File: config.mk
export PLATFORM = sky130hd
export DESIGN_NAME = shift_reg_sequencer
export DESIGN_NICKNAME = d
export VERILOG_FILES = /design/src/rtl/shift_reg_sequencer.sv
export SDC_FILE = /design/constraint.sdc
export NUM_CORES = 1
export LEC_CHECK = 0
export BUFFER_PORTS_ARGS = -buffer_cell sky130_fd_sc_hd__buf_2
export CORE_MARGIN = 5
export CORE_UTILIZATION = 51
export CTS_CLUSTER_DIAMETER = 50
export DETAILED_ROUTE_END_ITERATION = 16
export HOLD_SLACK_MARGIN = 0.15
export PLACE_DENSITY = 0.81
export SETUP_SLACK_MARGIN = 0.3
export SLEW_MARGIN = 40
export SYNTH_ARGS = -nofsm -noshare
export SYNTH_HDL_FRONTEND = slang
export SYNTH_SLANG_ARGS = --single-unit
File: constraint.sdc
create_clock -name clk -period 4.32 [get_ports clk]
set_clock_uncertainty 0.05 [all_clocks]
set_input_delay 0.216 -clock clk [delete_from_list [all_inputs] [get_ports clk]]
set_output_delay 0.216 -clock clk [all_outputs]
set_load 0.005 [all_outputs]
File: src/rtl/shift_reg_sequencer.sv
// Command sequencer for the 4-bit shifting register: turns load/shift/rotate
// commands into cycle-by-cycle mode, serial-input and parallel-data controls.
module shift_reg_sequencer #(
  parameter int unsigned WIDTH = 4,
  parameter int unsigned CNT_W = 3
) (
  input  logic             clk,
  input  logic             reset_n,
  input  logic             cmd_valid,
  output logic             cmd_ready,
  input  logic [1:0]       cmd_op,
  input  logic [CNT_W-1:0] cmd_count,
  input  logic [WIDTH-1:0] cmd_data,
  input  logic             cmd_sin,
  input  logic             abort,
  input  logic [WIDTH-1:0] q,
  output logic [1:0]       mode,
  output logic             s_in,
  output logic [WIDTH-1:0] d_out,
  output logic             done,
  output logic [WIDTH-1:0] result
);

  typedef enum logic [1:0] {
    ST_IDLE   = 2'b00,
    ST_LOAD   = 2'b01,
    ST_SHIFT  = 2'b10,
    ST_FINISH = 2'b11
  } state_e;

  localparam logic [1:0] OP_LOAD   = 2'b00;
  localparam logic [1:0] OP_SHR    = 2'b10;
  localparam logic [1:0] OP_ROL    = 2'b11;
  localparam logic [1:0] MODE_HOLD = 2'b00;
  localparam logic [1:0] MODE_SHL  = 2'b01;
  localparam logic [1:0] MODE_SHR  = 2'b10;
  localparam logic [1:0] MODE_LOAD = 2'b11;

  state_e           state_q, state_d;
  logic [1:0]       op_q, op_d;
  logic [CNT_W-1:0] cnt_q, cnt_d;
  logic             sin_q, sin_d;
  logic [WIDTH-1:0] data_q, data_d;
  logic             done_q, done_d;
  logic [WIDTH-1:0] result_q, result_d;

  // State and command registers; reset overrides everything including abort.
  always_ff @(posedge clk) begin
    if (!reset_n) begin
      state_q  <= ST_IDLE;
      op_q     <= OP_LOAD;
      cnt_q    <= '0;
      sin_q    <= 1'b0;
      data_q   <= '0;
      done_q   <= 1'b0;
      result_q <= '0;
    end else begin
      state_q  <= state_d;
      op_q     <= op_d;
      cnt_q    <= cnt_d;
      sin_q    <= sin_d;
      data_q   <= data_d;
      done_q   <= done_d;
      result_q <= result_d;
    end
  end

  // Next-state and register control decode.
  always_comb begin
    state_d   = state_q;
    op_d      = op_q;
    cnt_d     = cnt_q;
    sin_d     = sin_q;
    data_d    = data_q;
    done_d    = 1'b0;
    result_d  = result_q;
    cmd_ready = 1'b0;
    mode      = MODE_HOLD;
    s_in      = 1'b0;

    case (state_q)
      ST_IDLE: begin
        cmd_ready = reset_n;
        if (cmd_valid && reset_n) begin
          op_d  = cmd_op;
          cnt_d = cmd_count;
          sin_d = cmd_sin;
          if (cmd_op == OP_LOAD) begin
            data_d  = cmd_data;
            state_d = ST_LOAD;
          end else if (cmd_count != '0) begin
            state_d = ST_SHIFT;
          end else begin
            state_d = ST_FINISH;
          end
        end
      end
      ST_LOAD: begin
        mode    = MODE_LOAD;
        state_d = abort ? ST_IDLE : ST_FINISH;
      end
      ST_SHIFT: begin
        mode  = (op_q == OP_SHR) ? MODE_SHR : MODE_SHL;
        // Rotate feeds the MSB straight back into the serial input.
        s_in  = (op_q == OP_ROL) ? q[WIDTH-1] : sin_q;
        cnt_d = cnt_q - CNT_W'(1);
        if (abort) begin
          state_d = ST_IDLE;
        end else if (cnt_q == CNT_W'(1)) begin
          state_d = ST_FINISH;
        end
      end
      ST_FINISH: begin
        done_d   = 1'b1;
        result_d = q;
        state_d  = ST_IDLE;
      end
      default: state_d = ST_IDLE;
    endcase
  end

  assign d_out  = data_q;
  assign done   = done_q;
  assign result = result_q;

endmodule

==> results of run 1 <==
==> worst max-delay path by stage <==
| stage | startpoint | to | slack, ns | cells after the start |
|---|---|---|---|---|
| 2_1_floorplan | state_q[0] | d_out[0] | 2.79 | 7 |
| 6_report | state_q[0] | d_out[1] | 2.59 | 6 |
| 3_5_place_dp | state_q[0] | d_out[1] | 2.61 | 6 |
| 5_1_grt | state_q[1] | d_out[1] | 2.39 | 6 |
| 4_1_cts | state_q[0] | s_in | 2.58 | 4 |
| 3_3_place_gp | state_q[0] | d_out[2] | 2.70 | 6 |
==> through the flow <==
stage                     std cells  hold slack [ns]  area [sq um]
after floorplan                 101            0.283           887
after global placement          144            0.400          1040
after detailed placement        144            0.401          1040
after CTS                       157            0.157          1160
after global routing            157            0.161          1160
final                           157            0.162          1160
==> repair_timing <==
| item | in CTS | in global routing |
|---|---|---|
| hold endpoints to repair | 9 | 0 |
| hold buffers | 9 | 0 |
| setup buffers | 0 | 0 |
==> layout make-up <==
class,count,area [sq um],share of cell area
multi-input cells,70,493,0.425
inverters,10,37.5,0.0324
flip-flops and latches,17,340,0.293
well taps,17,21.3,0.0183
clock buffers,3,22.5,0.0194
repair buffers,39,240,0.207
clock inverters,1,5.00,0.00432
==> state kept, by name, summed over array words and instances, names as in the netlist <==
register / cells
op_q: 2
state_q: 2
d_out: 4
result: 4
cnt_q: 3
sin_q: 1
done: 1
==> power by group <==
group / switching [W] / internal [W]
logic: 0.000130 / 0.000103
clock network: 0.0000517 / 0.0000345
registers: 0.0000161 / 0.000182
total: 0.000198 / 0.000320
==> synth_stat cells, drive strengths merged <==
cell type	number
o31ai	1
nand2b	3
a21o	1
nand3	4
o22ai	1
a32oi	1
inv	10
a2bb2oi	1
clkbuf	3
buf	1
o21ai	3
nor2	13
mux2i	9
o21a	2
and2	1
dfxtp	17
a21oi	5
ha	7
nor3	1
o311a	2
nor4	1
a21boi	1
nor2b	3
o2111ai	1
a211oi	1
nand2	8
==> routing by layer <==
metal  track usage  up-vias  part of all wire
met5             0        -                 0
met1         0.208      398              0.44
met2         0.314       20              0.50
li1              -      419                 -
met4        0.0699        0             0.013
met3        0.0487        4             0.050
==> logic make-up (layout without fill, tap and decap cells) <==
logic type,Yosys count,after routing,share of synthesized area
fa+ha+maj,7,7,0.0987
simple gates,34,34,0.193
buf+inv,14,53,0.0606
flops,17,17,0.384
mux,9,9,0.102
compound gates,20,20,0.162
==> worst max-delay path, stage by stage (launching register included) <==
cell	delay, ns
dfxtp_1	0.34
inv_1	0.11
ha_1	0.31
nand2_2	0.16
nor4_4	0.33
mux2i_1	0.26
nor2_1	0.06
==> qor.txt, run 1 <==
Worst setup SP type - register
Critical R2R Launch - state_q[0]
Via/cell ratio - 5.36
Period utilisation layout - 0.401
Layout cells sized above 1 - 0.271
FF-to-FF path depth - 6
Leak pwr - 0.528 nW
Final Setup Violations - 0
# rows - 15
Final min period - 1.73 ns
Die Height - 51.7 um
Distinct cells, synth - 29
CTS clk-pin slew, worst paths - 0.10 ns
Vias in the first global route - 842
Resized cells post-CTS - 0
Slew Limit Fails - 0
Max Cap Viol - 0
Worst EP arrival - 1.86 ns
Area grow syn2layout - 30.7%
Initial antenna violation count - 0
Hold Path Class - in -> reg
# fillers - 142
Post-Syn Nets - 126
Register bit count reported by yosys - 17
Final Total Pwr - 0.000518 W
Vias - 841
Setup TNS Final - 0 ns
Tightest Pin Transition - 0.409 ns
Hold depth - 2
Final ANT Viol Nets - 0
Clock Path Buffers - 2
Diode count - 0
Unrepaired setup endpoints after global routing - false
Crit path max fanout - 8
Core Footprint - 1690 sq um
PortBufs - 30
Post-synthesis sequential area ratio - 0.384
Top cell type's share of synthesized area - 0.384
H-tree Lvls - 1
Clock Tree Root - clkbuf_4
Synth Instances - 101
Commonest non-fill, non-tap cell in the layout - buf_2
Synth area leader - dfxtp_1
Post-Route Utilization - 0.687
Yosys warnings - 0
Status - completed
Initial DRC Count - 16
Fmax - 577 MHz
First-pass GRT wire length - 3.57 mm
Initial Util - 0.525
Most frequent cells in the layout - 30 x buf_2, 17 x dfxtp_1, 13 x nor2_1
Pwr per Cell Area - 446 nW/um^2
CP Capture Type - register
GRT Total Usage - 0.180
CTS tree - built
Fin. Hold Viols - 0
Total wire length - 2.13 mm
Num CTS Buffers - 3
IO Pins - 31
Worst skew pair latency - 0.29 ns
Drt first pass iters - 3
CTS sink cnt - 17
Mean Syn Cell Area - 8.78 sq um
R2R Setup Slk - 2.59 ns
HP Start - reset_n
Dpl ws - 2.61 ns
Setup CP Type - reg -> reg
Max-slew headroom - 0.725
Die area - 2670 sq um
Global route overflow - 0
Post-route DRC violation count - 0
Worst EP required - 4.45 ns
VDD IR-drop max - 380 uV
Wire per inst - 13.5 um
DIE WIDTH - 51.7 um
Reg2reg end - d_out[1]
Hold path endpoint - cnt_q[0]
Mapped Area - 887 sq um
Worst setup margin - 2.59 ns
Synth area leaders - dfxtp_1 38%, mux2i_1 10%, ha_1 9.9%
Placer Congestion - 0.735
Final nets - 166
Hpwl dp - 1.49 mm
Largest net degree at the start of global routing - 18
Power figures use the tool's default switching activity.
==> run 2: changes to the inputs <==
- CORE_UTILIZATION: 51 -> 48
- PLACE_DENSITY: 0.81 -> 0.77
- clock period: 4.32 -> 1.8 ns (I/O delays scaled with it)
==> qor.txt, run 2 (synthesis results as in run 1) <==
Status - completed
# rows - 15 (unchanged)
Core Footprint - 1750 sq um (+3.3%)
Total wire length - 2.42 mm (+14%)
Commonest non-fill, non-tap cell in the layout - buf_2
Final ANT Viol Nets - 0 (unchanged)
Max Cap Viol - 0 (unchanged)
Slew Limit Fails - 0 (unchanged)
H-tree Lvls - 1 (unchanged)
Period utilisation layout - 0.880
Most frequent cells in the layout - 30 x buf_2, 15 x dfxtp_1, 15 x dlygate4sd3_1
Tightest Pin Transition - 0.336 ns (-0.0729 ns)
Post-route non-filler standard cell count - 176 (+12%)
Die Height - 53.0 um (+2.5%)
DP Cell Count - 152 (+5.6%)
Diode count - 0 (unchanged)
Setup CP Type - reg -> out
Worst EP required - 1.66 ns (-2.79 ns)
VDD IR-drop max - 751 uV (+97%)
R2R Setup Slk - 0.35 ns (-2.24 ns)
Via/cell ratio - 5.09 (-5.0%)
Layout cells sized above 1 - 0.344 (+0.0729)
Drt first pass iters - 4 (+1)
Num CTS Buffers - 3 (unchanged)
PortBufs - 30 (unchanged)
CTS clk-pin slew, worst paths - 0.10 ns (about the same)
Setup TNS Final - 0 ns (unchanged)
Largest net degree at the start of global routing - 18 (unchanged)
Crit path max fanout - 4 (-4)
CP Capture Type - output pin
CTS tree - built
First-pass GRT wire length - 3.91 mm (+9.5%)
Hpwl dp - 1.53 mm (+2.1%)
Area grow syn2layout - 48.9%
Vias in the first global route - 908 (+7.8%)
Fin. Hold Viols - 0 (unchanged)
Clock Path Buffers - 2 (unchanged)
IO Pins - 31 (unchanged)
Placer Congestion - 0.729 (-0.74%)
Die area - 2810 sq um (+5.0%)
CTS sink cnt - 17 (unchanged)
Fmax - 632 MHz
Worst EP arrival - 1.44 ns (-0.42 ns)
GRT Total Usage - 0.194 (+0.0137)
Final nets - 177 (+6.6%)
Hold Path Class - in -> reg
Initial antenna violation count - 0 (unchanged)
Final Setup Violations - 0 (unchanged)
Leak pwr - 0.584 nW (+11%)
Final min period - 1.58 ns
Clock Tree Root - clkbuf_4
Unrepaired setup endpoints after global routing - true
DIE WIDTH - 53.0 um (+2.5%)
Global route overflow - 0 (unchanged)
Pwr per Cell Area - 1110 nW/um^2 (+150%)
Vias - 896 (+6.5%)
Initial Util - 0.508 (-0.0169)
Wire per inst - 13.8 um (+1.7%)
Worst setup SP type - register
# fillers - 118 (-17%)
Initial DRC Count - 15 (-1)
Post-route DRC violation count - 0 (unchanged)
Worst skew pair latency - 0.30 ns (about the same)
Max-slew headroom - 0.775 (+0.0503)
[run 2: path summary, 6_finish.rpt]
path / from / to / depth (start not counted)
max: state_q[0] / mode[1] / 6
min: cmd_count[0] / cnt_q[0] / 3
max reg2reg: state_q[0] / cnt_q[0] / 7
min reg2reg: sin_q / sin_q / 2
[run 2: power by group]
group          leakage (nW)  total (W)  switching (W)  internal, W
Combinational         0.427   0.000763       0.000382     0.000381
Clock                0.0177   0.000209       0.000126    0.0000828
Sequential            0.140   0.000496      0.0000482     0.000448
[run 2: cell type report]
| class | count | area, sq um | area share |
|---|---|---|---|
| timing repair buffer | 50 | 338 | 0.256 |
| sequential | 17 | 348 | 0.263 |
| clock buffer | 3 | 22.5 | 0.0170 |
| clock inverter | 1 | 5.00 | 0.00379 |
| tap | 25 | 31.3 | 0.0237 |
| inverter | 10 | 42.5 | 0.0322 |
| multi-input combinational | 70 | 534 | 0.404 |
[run 2: repair_timing]
action | 4_1_cts | 5_1_grt
endpoints found under the setup margin | 13 | 13
pin swaps | 2 | 3
hold buffers | 15 | 0
hold endpoints to repair | 17 | 0
setup buffers | 4 | 1
resized for setup | 7 | 8
[run 2: worst max-delay path, stage by stage, from the launching register on]
cell     delay (ns)
dfxtp_4        0.38
inv_6          0.07
ha_1           0.24
inv_1          0.07
nor2_1         0.11
o21a_1         0.15
buf_2          0.14
[run 2: stage by stage]
step / setup slack [ns] / utilization / power [W] / hold WS (ns) / cell area (sq um)
final: 0.217 / 0.757 / 0.00147 / 0.140 / 1320
after global routing: 0.142 / 0.757 / 0.00159 / 0.182 / 1320
after CTS: 0.302 / 0.735 / 0.00138 / 0.152 / 1280
after detailed placement: 0.0879 / 0.603 / 0.00103 / 0.281 / 1050
after global placement: 0.200 / 0.603 / 0.00101 / 0.272 / 1050
after floorplan: 0.306 / - / 0.000898 / 0.157 / 890
[run 2: per-layer routing]
layer  GRT usage  wire length, um
met1       0.231              996
met2       0.345             1230
met3      0.0366              135
met4      0.0638               57
met5           0                0
==> run 3: changes to the inputs <==
- PLACE_DENSITY: 0.77 -> 0.75
==> qor.txt, run 3 (synthesis results as in run 1) <==
Core Footprint - 1750 sq um (unchanged)
Tightest Pin Transition - 0.317 ns (-0.0190 ns)
Layout cells sized above 1 - 0.372 (+0.0274)
Final nets - 182 (+2.8%)
Post-DP Area - 1050 sq um (unchanged)
CP cell instances - inv_8 > ha_4 > inv_1 > nor2_1 > o21a_1 > buf_2
Diode count - 0 (unchanged)
VDD IR-drop max - 816 uV (+8.6%)
Design Area, Final - 1400 sq um (+6.1%)
Reg2reg end - state_q[1]
Vias - 960 (+7.1%)
R2R Setup Slk - 0.35 ns (about the same)
Post-route DRC violation count - 0 (unchanged)
Worst EP arrival - 1.33 ns (-0.11 ns)
Crit path max fanout - 4 (unchanged)
Int Power - 0.000998 W (+9.6%)
IO Pins - 31 (unchanged)
Sw Ratio - 0.388 (+0.00873)
Initial DRC Count - 27 (+12)
Critical R2R Launch - state_q[0]
Initial antenna violation count - 0 (unchanged)
P_sw - 0.000633 W (+14%)
Leak pwr - 0.619 nW (+5.9%)
Global route overflow - 0 (unchanged)
Post-Route Utilization - 0.803 (+0.0459)
Worst skew pair latency - 0.29 ns (about the same)
Placer Congestion - 0.731 (+0.26%)
Die Height - 53.0 um (unchanged)
Clock Path Buffers - 2 (unchanged)
Via/cell ratio - 5.30 (+4.2%)
Final Setup Violations - 0 (unchanged)
CTS clk-pin slew, worst paths - 0.11 ns (about the same)
H-tree Lvls - 1 (unchanged)
Final Total Pwr - 0.00163 W (+11%)
Final min period - 1.47 ns (-0.118 ns)
Unrepaired setup endpoints after global routing - true
Clk pwr share - 0.128 (-0.014)
Worst EP required - 1.66 ns (about the same)
CTS tree - built
Hpwl dp - 1.53 mm (+0.49%)
FF-to-FF path depth - 6 (-1)
Setup TNS Final - 0 ns (unchanged)
Crit-path slowest cell - dfxtp_4
Max Cap Viol - 0 (unchanged)
Status - completed
GRT Total Usage - 0.214 (+0.0203)
Vias in the first global route - 990 (+9.0%)
Largest net degree at the start of global routing - 18 (unchanged)
CP Capture Type - output pin
Wire per inst - 14.8 um (+7.4%)
Fmax - 682 MHz (+8.0%)
Hold depth - 4 (+1)
Num CTS Buffers - 3 (unchanged)
Die area - 2810 sq um (unchanged)
Hold Path Class - in -> reg
CTS sink cnt - 17 (unchanged)
Area grow syn2layout - 58.0%
DIE WIDTH - 53.0 um (unchanged)
Max-slew headroom - 0.788 (+0.0130)
Hold path endpoint - state_q[0]
Most frequent cells in the layout - 29 x buf_2, 16 x dlygate4sd3_1, 15 x dfxtp_1
Commonest non-fill, non-tap cell in the layout - buf_2
Total wire length - 2.68 mm (+10%)
Slew Limit Fails - 0 (unchanged)
Initial Util - 0.508 (unchanged)
First-pass GRT wire length - 4.38 mm (+12%)
Sequential Power Share - 0.313 (-0.025)
PortBufs - 30 (unchanged)
Hold slack final - 0.324 ns (+0.183 ns)
Clock Tree Root - clkbuf_4
Drt first pass iters - 4 (unchanged)
Combinational fraction of design power - 0.559 (+0.039)
Setup CP Type - reg -> out
Pwr per Cell Area - 1160 nW/um^2 (+4.8%)
Fin. Hold Viols - 0 (unchanged)
HP Start - abort
Final ANT Viol Nets - 0 (unchanged)
Period utilisation layout - 0.814 (-0.0654)
# rows - 15 (unchanged)
Slowest stage delay, CP - 0.41 ns (+0.03 ns)
Worst setup SP type - register
run 3: timing repair:
action | CTS | global route
hold buffers | 16 | 0
gates resized for setup | 8 | 18
buffers inserted | 3 | 6
hold endpoints to repair | 17 | 0
setup endpoints to repair | 13 | 13
pin swaps | 2 | 5
run 3: final cells by class:
cell class	instances	area [sq um]
clock buffers	3	22.5
clock inverters	1	5.00
fillers	116	344
inverters	10	50.0
multi-input cells	70	561
flip-flops and latches	17	348
well taps	25	31.3
repair buffers	55	384
run 3: stage by stage:
step / cells / setup slack [ns]
3_5_place_dp: 152 / 0.0963
6_report: 181 / 0.334
3_3_place_gp: 152 / 0.198
5_1_grt: 181 / 0.244
2_1_floorplan: 101 / 0.306
4_1_cts: 175 / 0.271
run 3: worst max-delay path by stage:
| stage | start | end | cells after the start |
|---|---|---|---|
| 3_3_place_gp | state_q[1] | d_out[0] | 6 |
| 5_1_grt | state_q[0] | mode[1] | 6 |
| 2_1_floorplan | state_q[1] | d_out[0] | 7 |
| 6_report | state_q[0] | mode[1] | 6 |
| 3_5_place_dp | state_q[1] | d_out[1] | 6 |
| 4_1_cts | state_q[0] | s_in | 4 |
run 3: power by group through the flow:
stage | Sequential [W] | Combinational, W | Clock [W]
after floorplan | 0.000479 | 0.000420 | 0
after global placement | 0.000482 | 0.000524 | 0
after detailed placement | 0.000487 | 0.000541 | 0
after CTS | 0.000486 | 0.000681 | 0.000212
after global routing | 0.000519 | 0.000986 | 0.000232
final | 0.000511 | 0.000912 | 0.000209
run 3: per-layer routing:
layer  global-route usage  part of all wire  vias to the layer above  wire (um)
met4               0.0936             0.016                        0         44
met5                    0                 0                        -          0
met2                0.388              0.51                       59       1370
met1                0.237              0.40                      438       1070
met3               0.0451             0.071                        9        190
li1                     -                 -                      454          -
run 3: worst max-delay path: cells and delay by family, from the launching register on:
kind | cells | cell delay [ns]
AOI/OAI and AO/OA | 1 | 0.16
adders and majority gates | 1 | 0.18
buffers and inverters | 3 | 0.24
DFF | 1 | 0.41
and+or+nand+nor | 1 | 0.05
